## src/rtl/game_state_ctrl_if.sv

```systemverilog
// Game flow bus between the state controller and its environment.
// The controller uses the slave side; the start overlay / game logic drives master.
interface game_state_ctrl_if #(
    parameter int TIME_W = 16
);
    logic              game_start;
    logic [1:0]        char_class;
    logic              player_dead;
    logic              boss_dead;
    logic              vsync;
    logic [1:0]        game_active;
    logic              game_reset;
    logic              game_won;
    logic [TIME_W-1:0] play_frames;

    modport master (
        output game_start,
        output char_class,
        output player_dead,
        output boss_dead,
        output vsync,
        input  game_active,
        input  game_reset,
        input  game_won,
        input  play_frames
    );

    modport slave (
        input  game_start,
        input  char_class,
        input  player_dead,
        input  boss_dead,
        input  vsync,
        output game_active,
        output game_reset,
        output game_won,
        output play_frames
    );
endinterface

```

## src/rtl/game_state_ctrl.sv

```systemverilog
// Top-level game flow FSM: MENU -> PLAY -> END (frame delay) -> OVER -> MENU.
// vsync is used only as a frame tick; every output is registered.
module game_state_ctrl #(
    parameter int END_DELAY_FRAMES = 60,
    parameter int TIME_W           = 16
) (
    input  logic             clk,
    input  logic             rst,
    game_state_ctrl_if.slave gs
);
    localparam logic [1:0] S_MENU = 2'd0;
    localparam logic [1:0] S_PLAY = 2'd1;
    localparam logic [1:0] S_END  = 2'd2;
    localparam logic [1:0] S_OVER = 2'd3;

    localparam logic [1:0] ACT_MENU = 2'd0;
    localparam logic [1:0] ACT_PLAY = 2'd1;
    localparam logic [1:0] ACT_OVER = 2'd2;

    localparam int CNT_W =
        (END_DELAY_FRAMES > 1) ? $clog2(END_DELAY_FRAMES) : 1;
    localparam logic [CNT_W-1:0] END_LAST =
        CNT_W'(END_DELAY_FRAMES - 1);
    localparam logic [TIME_W-1:0] TIME_MAX = '1;

    logic [1:0]        r_state;
    logic              r_vsync_q;
    logic [CNT_W-1:0]  r_end_cnt;
    logic [1:0]        r_game_active;
    logic              r_game_reset;
    logic              r_game_won;
    logic [TIME_W-1:0] r_play_frames;

    logic              w_frame_tick;
    logic              w_start_ok;
    logic              w_loss;
    logic              w_win;
    logic              w_end_done;
    logic              w_in_menu;
    logic              w_in_play;
    logic              w_in_end;
    logic              w_enter_end;
    logic [1:0]        w_next_state;
    logic [1:0]        w_next_active;

    assign w_frame_tick = gs.vsync & ~r_vsync_q;
    assign w_start_ok   = gs.game_start & (gs.char_class != 2'd0);

    assign w_in_menu = (r_state == S_MENU);
    assign w_in_play = (r_state == S_PLAY);
    assign w_in_end  = (r_state == S_END);

    // Player death wins over a simultaneous boss kill: a tie is a loss.
    assign w_loss = gs.player_dead;
    assign w_win  = gs.boss_dead & ~gs.player_dead;

    assign w_enter_end = w_in_play & (w_loss | w_win);
    assign w_end_done  = w_in_end & w_frame_tick &
                         (r_end_cnt == END_LAST);

    // Next-state selection for the round flow.
    always_comb begin
        w_next_state = r_state;
        case (r_state)
            S_MENU: begin
                if (w_start_ok) w_next_state = S_PLAY;
            end
            S_PLAY: begin
                if (w_loss | w_win) w_next_state = S_END;
            end
            S_END: begin
                if (w_end_done) w_next_state = S_OVER;
            end
            S_OVER: begin
                if (gs.game_start) w_next_state = S_MENU;
            end
            default: w_next_state = S_MENU;
        endcase
    end

    // Externally visible phase code; END reports as PLAY.
    always_comb begin
        w_next_active = ACT_PLAY;
        case (w_next_state)
            S_MENU:  w_next_active = ACT_MENU;
            S_OVER:  w_next_active = ACT_OVER;
            default: w_next_active = ACT_PLAY;
        endcase
    end

    // State register and the registered phase code that follows it.
    always_ff @(posedge clk) begin
        if (rst) begin
            r_state       <= S_MENU;
            r_game_active <= ACT_MENU;
        end else begin
            r_state       <= w_next_state;
            r_game_active <= w_next_active;
        end
    end

    // Delayed vsync copy for rising-edge frame tick detection.
    always_ff @(posedge clk) begin
        if (rst) r_vsync_q <= 1'b0;
        else     r_vsync_q <= gs.vsync;
    end

    // Frames spent in END; cleared on entry, advanced per frame tick.
    always_ff @(posedge clk) begin
        if (rst) begin
            r_end_cnt <= '0;
        end else if (w_enter_end) begin
            r_end_cnt <= '0;
        end else if (w_in_end & w_frame_tick & ~w_end_done) begin
            r_end_cnt <= r_end_cnt + 1'b1;
        end
    end

    // Round time: cleared on a new round, saturating count in PLAY only.
    always_ff @(posedge clk) begin
        if (rst) begin
            r_play_frames <= '0;
        end else if (w_in_menu & w_start_ok) begin
            r_play_frames <= '0;
        end else if (w_in_play & w_frame_tick &
                     (r_play_frames != TIME_MAX)) begin
            r_play_frames <= r_play_frames + 1'b1;
        end
    end

    // Result flag: set by a clean boss kill, cleared on loss or new round.
    always_ff @(posedge clk) begin
        if (rst) begin
            r_game_won <= 1'b0;
        end else if (w_in_menu & w_start_ok) begin
            r_game_won <= 1'b0;
        end else if (w_in_play & w_loss) begin
            r_game_won <= 1'b0;
        end else if (w_in_play & w_win) begin
            r_game_won <= 1'b1;
        end
    end

    // One-cycle entity reinit pulse, only on the MENU to PLAY step.
    always_ff @(posedge clk) begin
        if (rst) r_game_reset <= 1'b0;
        else     r_game_reset <= w_in_menu & w_start_ok;
    end

    assign gs.game_active = r_game_active;
    assign gs.game_reset  = r_game_reset;
    assign gs.game_won    = r_game_won;
    assign gs.play_frames = r_play_frames;
endmodule
```

## src/flat_wrapper.sv

```systemverilog
// flat-port wrapper written by rule: the top's interface ports become plain ports
module game_state_ctrl_flat 
#(
    parameter int END_DELAY_FRAMES = 60,
    parameter int TIME_W           = 16
)
  (clk, rst, gs_game_start, gs_char_class, gs_player_dead, gs_boss_dead, gs_vsync, gs_game_active, gs_game_reset, gs_game_won, gs_play_frames);
  game_state_ctrl_if #(.TIME_W(TIME_W)) gs_i ();
  input  logic clk;
  input  logic rst;
  input wire logic [$bits(gs_i.game_start)-1:0] gs_game_start;
  input wire logic [$bits(gs_i.char_class)-1:0] gs_char_class;
  input wire logic [$bits(gs_i.player_dead)-1:0] gs_player_dead;
  input wire logic [$bits(gs_i.boss_dead)-1:0] gs_boss_dead;
  input wire logic [$bits(gs_i.vsync)-1:0] gs_vsync;
  output wire logic [$bits(gs_i.game_active)-1:0] gs_game_active;
  output wire logic [$bits(gs_i.game_reset)-1:0] gs_game_reset;
  output wire logic [$bits(gs_i.game_won)-1:0] gs_game_won;
  output wire logic [$bits(gs_i.play_frames)-1:0] gs_play_frames;
  assign gs_i.game_start = gs_game_start;
  assign gs_i.char_class = gs_char_class;
  assign gs_i.player_dead = gs_player_dead;
  assign gs_i.boss_dead = gs_boss_dead;
  assign gs_i.vsync = gs_vsync;
  assign gs_game_active = gs_i.game_active;
  assign gs_game_reset = gs_i.game_reset;
  assign gs_game_won = gs_i.game_won;
  assign gs_play_frames = gs_i.play_frames;
  game_state_ctrl #(.END_DELAY_FRAMES(END_DELAY_FRAMES), .TIME_W(TIME_W)) u_core (.clk(clk), .rst(rst), .gs(gs_i));
endmodule
```

## config.mk

```make
export PLATFORM = sky130hd
export DESIGN_NAME = game_state_ctrl_flat
export DESIGN_NICKNAME = d
export VERILOG_FILES = /design/src/rtl/game_state_ctrl_if.sv /design/src/rtl/game_state_ctrl.sv /design/src/flat_wrapper.sv
export SDC_FILE = /design/constraint.sdc
export NUM_CORES = 1
export LEC_CHECK = 0
export ABC_AREA = 1
export ABC_CLOCK_PERIOD_IN_PS = 4090
export CORE_ASPECT_RATIO = 1.25
export CORE_MARGIN = 2
export CORE_UTILIZATION = 35
export CTS_BUF_LIST = sky130_fd_sc_hd__clkbuf_16
export CTS_CLUSTER_DIAMETER = 120
export CTS_CLUSTER_SIZE = 12
export DETAILED_ROUTE_END_ITERATION = 16
export GPL_ROUTABILITY_DRIVEN = 0
export PLACE_DENSITY = 0.57
export REMOVE_ABC_BUFFERS = 1
export SYNTH_ARGS = -nofsm -noshare
export SYNTH_HDL_FRONTEND = slang
export SYNTH_SLANG_ARGS = --single-unit
```

## constraint.sdc

```tcl
create_clock -name clk -period 4.09 [get_ports clk]
set_input_delay 0.6135 -clock clk [delete_from_list [all_inputs] [get_ports clk]]
set_output_delay 0.6135 -clock clk [all_outputs]
set_load 0.01 [all_outputs]
```

; Yosys cells after proc, flatten, opt, wreduce, memory -nomap -nowiden
; Cells that the tools add are included.
[word_totals]
ff_bits = 29
inputBits = 8
out_inout_bits = 20
[classes]
add_sub_neg = 2
n_eq_ne = 6
muxes = 6
bitwise = 16
reduce_logical = 6
[op_table]
columns = op, count
row1 = "adder 16 x 1 -> 16 bit, second input constant", 1
row2 = "!= test 16 bit, second input constant", 1
row3 = AND 1 bit, 12
row4 = 2-to-1 mux 2 bit, 4
row5 = case mux 2 bit (4 select lines), 1
row6 = "adder 6 x 1 -> 6 bit, second input constant", 1
row7 = "equality test 2 bit, second input constant", 3
row8 = "equality test 6 bit, second input constant", 1
row9 = logical NOT 2 bit, 2
row10 = case mux 2 bit (2 select lines), 1
row11 = OR reduction 2 bit, 2
row12 = inverter 1 bit, 3
row13 = OR reduction 3 bit, 1
row14 = "equality test 2 x 1 -> 1 bit, second input constant", 1
row15 = nonzero test 2 bit, 1
row16 = bitwise OR 1 bit, 1

; Longest topological paths before layout
[logic_depth]
word_depth = 8
depth_mapped = 9

; Worst setup path after synthesis
; Ideal clock, no wire load.
[synth_path]
path_type = register to register
start = reg u_core.r_play_frames[0] (netlist: u_core.gs.play_frames[0])
end = reg u_core.r_play_frames[2] (netlist: u_core.gs.play_frames[2])
setup_ns = 0.125
arrival_ns = 1.491
required_ns = 3.965
slack_ns = 2.474
stages_incl_launch_ff = 10
period_less_slack_ns = 1.616
cell_sequence = dfxtp_1 -> ha_1 -> nand3_2 -> clkinv_1 -> nand2_2 -> o21ai_4 -> inv_2 -> buf_6 -> nand2_1 -> a21oi_2
[synth_between]
elab_chain_len = 2
[synth_lines]
columns = item, line
row1 = "start, declared", game_state_ctrl.sv:32  ; logic [TIME_W-1:0] r_play_frames;
row2 = "start signal, assigned", game_state_ctrl.sv:127  ; r_play_frames <= r_play_frames + 1'b1;
row3 = "parallel branches: the longest is 2 deep, another holds adder 16 x 1 -> 16 bit", -
; Parallel ways; which one is timed is not known.
; A chain may end at the register's enable or synchronous reset.

; Final worst setup path
[layout_path]
start = in gs_game_start
end = reg u_core.r_play_frames[8] (netlist: u_core.gs.play_frames[8])
[layout_between]
elab_chain_len = 3
[layout_lines]
columns = item, line
row1 = "start, declared", flat_wrapper.sv:11  ; input wire logic [$bits(gs_i.game_start)-1:0] gs_game_start;
row2 = AND 1 bit, game_state_ctrl.sv:47  ; assign w_start_ok = gs.game_start & (gs.char_class != 2'd0);
row3 = AND 1 bit, game_state_ctrl.sv:123  ; end else if (w_in_menu & w_start_ok) begin
row4 = OR reduction 2 bit (no source line), -
; No other way between the ends.

==> impl_metrics.xml <==
<?xml version="1.0" encoding="UTF-8"?>
<metrics>
  <group name="run_status">
    <metric name="status" unit="">completed</metric>
  </group>
  <group name="clocking">
    <metric name="postCtsResizedCells" unit="">0</metric>
    <metric name="cts_made_buffers" unit="">5</metric>
    <metric name="postCtsSetupBuffers" unit="">0</metric>
    <metric name="tritoncts_clock_tree" unit="">built</metric>
    <metric name="path_clk_slew" unit="ns">0.05</metric>
    <metric name="holdBufCountCts" unit="">0</metric>
    <metric name="cts_num_sinks" unit="">29</metric>
    <metric name="insertion_delay" unit="ns">0.27</metric>
    <metric name="clk_path_buf_depth" unit="">2</metric>
    <metric name="clock_tree.root_cell" unit="">clkbuf_16</metric>
    <metric name="cts.htree.levels" unit="">2</metric>
  </group>
  <group name="power">
    <metric name="power.switching_fraction" unit="">0.2287</metric>
    <metric name="power_frac_seq" unit="">0.428</metric>
    <metric name="max-vdd-ir-drop" unit="mV">0.1898</metric>
    <metric name="power_switching" unit="mW">0.1568</metric>
    <metric name="leakage" unit="nW">0.7430</metric>
    <metric name="power_frac_comb" unit="">0.070</metric>
    <metric name="part_of_the_total_power_dissipated_in_the_clock_network" unit="">0.502</metric>
    <metric name="pwr_density_cell" unit="mW/mm²">334.3</metric>
    <metric name="internal_power" unit="mW">0.5287</metric>
  </group>
  <group name="global_routing">
    <metric name="grt_remaining_overflow" unit="">0</metric>
    <metric name="global_route.usage.total" unit="">0.1581</metric>
    <metric name="grt_pass1_vias" unit="">1378</metric>
    <metric name="grt_antenna_before_repair" unit="">0</metric>
    <metric name="grt_first_pass_wirelength" unit="µm">6279</metric>
    <metric name="grt_start_max_net_pins" unit="">16</metric>
  </group>
  <group name="synth">
    <metric name="async_flop_share" unit="">0</metric>
    <metric name="postSynthCellCount" unit="">230</metric>
    <metric name="seq_area_frac_synth" unit="">0.3636</metric>
    <metric name="synth_top_cells_by_area" unit="">dfxtp_1 (36%), nand2_1 (17%), inv_1 (5.9%)</metric>
    <metric name="yosys.cell_count.top_type" unit="">nand2_1</metric>
    <metric name="post-synth-top-area-fraction" unit="">0.3636</metric>
    <metric name="syn_avg_cell_area" unit="µm²">6.941</metric>
    <metric name="synth_largest_area_cell" unit="">dfxtp_1</metric>
    <metric name="syn_area" unit="mm²">0.001597</metric>
    <metric name="netlist_top_cells_count" unit="">nand2_1 (72), dfxtp_1 (29), inv_1 (25), nor2_1 (25), a21oi_2 (10)</metric>
    <metric name="main_flop_type_after_synthesis" unit="">dfxtp_1</metric>
    <metric name="synth_seq_cells" unit="">29</metric>
    <metric name="synth_edf_count" unit="">0</metric>
    <metric name="synth.yosys.warnings" unit="">0</metric>
    <metric name="netlist-cell-type-count" unit="">25</metric>
  </group>
  <group name="worst_setup_path">
    <metric name="critPathSlowestCell" unit="">nand2_1</metric>
    <metric name="worstPathCellList" unit="">clkdlybuf4s50_1 &gt; inv_1 &gt; nor3_1 &gt; o21ai_0 &gt; nand2_1 &gt; inv_1 &gt; o21ai_0 &gt; a21oi_1</metric>
    <metric name="timing.critical_path.from_type" unit="">input pin</metric>
    <metric name="critical_path.top_delay_family" unit="">buffers and inverters</metric>
    <metric name="timing.critical_path.slowest_cell_delay" unit="ns">0.55</metric>
    <metric name="timing.critical_path.arrival" unit="ns">2.31</metric>
    <metric name="setup.worst_path.class" unit="">in -&gt; reg</metric>
    <metric name="required" unit="ns">4.25</metric>
    <metric name="number_of_buffers_and_inverters_on_the_critical_path" unit="">3</metric>
    <metric name="path_max_fanout" unit="">14</metric>
    <metric name="kind_of_end_point_of_the_critical_path" unit="">flip-flop</metric>
  </group>
  <group name="sta">
    <metric name="setup_viol" unit="">0</metric>
    <metric name="tightest_slew" unit="ns">0.6929</metric>
    <metric name="finalClockSkew" unit="ns">0.004857</metric>
    <metric name="final-max-slew-violation-count" unit="">0</metric>
    <metric name="final.period_utilization" unit="">0.5245</metric>
    <metric name="final-hold-violation-count" unit="">0</metric>
    <metric name="timing.final.crit_period" unit="ns">2.145</metric>
    <metric name="fmax" unit="MHz">466.1</metric>
    <metric name="timing.setup.tns" unit="ns">0</metric>
    <metric name="rsz0062_at_grt" unit="">false</metric>
    <metric name="relSlewSlack" unit="">0.5369</metric>
  </group>
  <group name="floorplan">
    <metric name="standard_cell_core_area" unit="mm²">0.004392</metric>
    <metric name="dieHeight" unit="µm">79.51</metric>
    <metric name="rows" unit="">27</metric>
    <metric name="die_x" unit="µm">64.41</metric>
    <metric name="die_area" unit="mm²">0.005121</metric>
    <metric name="io_pins" unit="">28</metric>
    <metric name="initial_core_utilization" unit="">0.3635</metric>
  </group>
  <group name="route">
    <metric name="top_layer_used_by_detailed_routing" unit="">met4</metric>
    <metric name="wl_met2" unit="µm">1813</metric>
    <metric name="routed-via-count" unit="">1462</metric>
    <metric name="avgRoutedWirePerCell" unit="µm">11.39</metric>
    <metric name="drt.antenna.violating_nets" unit="">0</metric>
    <metric name="met1_length" unit="µm">1672</metric>
    <metric name="avgViaCountPerCell" unit="">4.569</metric>
    <metric name="drcViolationCount" unit="">0</metric>
    <metric name="routed_wirelength" unit="µm">3644</metric>
    <metric name="wl_met3" unit="µm">120</metric>
    <metric name="drt-pass1-iter-count" unit="">4</metric>
    <metric name="drc_marker_count_from_the_first_detailed_route_iteration" unit="">37</metric>
  </group>
  <group name="cells_and_area">
    <metric name="fill_cells" unit="">468</metric>
    <metric name="post_route_cells_drive_above_1_share" unit="">0.1145</metric>
    <metric name="multiInputGateArea" unit="µm²">887.1</metric>
    <metric name="sequential_cell_area" unit="µm²">580.6</metric>
    <metric name="diodes" unit="">0</metric>
    <metric name="layout.core_utilization" unit="">0.4670</metric>
    <metric name="num-nets-final" unit="">272</metric>
    <metric name="syn2layout_area_growth" unit="%">28.45</metric>
  </group>
  <group name="hold_path">
    <metric name="worstHoldPathType" unit="">reg -&gt; reg</metric>
  </group>
  <group name="placed_design">
    <metric name="detailedPlacementHpwl" unit="µm">2679</metric>
    <metric name="io_buffer_count" unit="">27</metric>
  </group>
  <group name="flow_run">
    <metric name="maxCapViolations" unit="">0</metric>
  </group>
</metrics>
metrics by stage:
stage | hold slack, ns | cell area [µm²] | setup WS [ns] | instances | power [mW]
CTS | 0.4824 | 2051 | 1.904 | 320 | 0.6968
detailed placement | 0.4754 | 1912 | 1.613 | 312 | 0.3479
floorplan | 0.4667 | 1569 | 2.352 | 227 | 0.3252
global route | 0.5161 | 2051 | 1.682 | 320 | 0.7177
global placement | 0.4725 | 1912 | 1.681 | 312 | 0.3480
finish | 0.4793 | 2051 | 1.945 | 320 | 0.6855
flip-flops by register name, summed over array words and instances (netlist names):
name / cells
u_core.gs.play_frames: 16
u_core.r_end_cnt: 6
u_core.gs.game_active: 2
u_core.r_state: 2
u_core.gs.game_reset: 1
u_core.gs.game_won: 1
u_core.r_vsync_q: 1
final cells by class:
class,instances,area share
Clock buffer,5,0.06101
Clock inverter,3,0.006711
Inverter,27,0.04942
Multi-Input combinational cell,171,0.4326
Sequential cell,29,0.2831
Tap cell,58,0.03539
Timing Repair Buffer,27,0.1318
kinds of logic after synthesis:
family,share of synthesized area
flip-flops,0.3636
XOR/XNOR,0.05486
AND/OR/NAND/NOR,0.3535
buffers and inverters,0.08071
AO/OA/AOI/OAI,0.1238
adder cells (fa/ha/maj),0.02351
cells in the final DEF, fill, tap and decap left out:
master	count
xor2_1	4
clkdlybuf4s50_1	27
ha_1	3
a21oi_1	9
o21ai_0	8
a221oi_1	1
nor3_1	2
or2_1	1
nor3_4	1
inv_1	26
nand3_1	9
o21ai_4	1
nand4_1	8
clkbuf_16	5
inv_2	1
dfxtp_1	29
nand3_2	1
a21oi_2	10
xnor2_1	6
nand2_1	72
nor2_2	4
clkinv_2	2
nor2_1	25
clkinv_1	1
and3_1	1
nand2_2	5
routing by layer:
metal | vias up | GRT usage
li1 | 794 | -
met4 | 0 | 0.06383
met3 | 5 | 0.04795
met1 | 644 | 0.1799
met2 | 19 | 0.2740
met5 | - | 0
power by group through the flow:
stage	logic, mW	registers (mW)	clock network [mW]
finish	0.0481	0.293	0.344
global route	0.0556	0.294	0.368
floorplan	0.0253	0.300	0
CTS	0.0492	0.293	0.354
global placement	0.0490	0.299	0
detailed placement	0.0489	0.299	0
path summary, 6_finish.rpt:
| check | startpoint | to | slack [ns] | cells past startpoint |
|---|---|---|---|---|
| max | gs_game_start | u_core.gs.play_frames[8]$_SDFFE_PP0P_ | 1.94 | 8 |
| min | u_core.gs.game_won$_SDFFE_PP0P_ | u_core.gs.game_won$_SDFFE_PP0P_ | 0.48 | 2 |
| max reg2reg | u_core.gs.play_frames[0]$_SDFFE_PP0P_ | u_core.gs.play_frames[14]$_SDFFE_PP0P_ | 2.06 | 8 |
| min reg2reg | u_core.gs.game_won$_SDFFE_PP0P_ | u_core.gs.game_won$_SDFFE_PP0P_ | 0.48 | 2 |
worst reg2reg max path, delay by kind of cell (launching register included):
family | cells | cell delay (ns)
AO/OA/AOI/OAI | 2 | 0.46
adder cells (fa/ha/maj) | 1 | 0.33
buffers and inverters | 2 | 0.30
flip-flops | 1 | 0.46
AND/OR/NAND/NOR | 3 | 0.33
No activity file was read; power rests on OpenSTA's default activity.
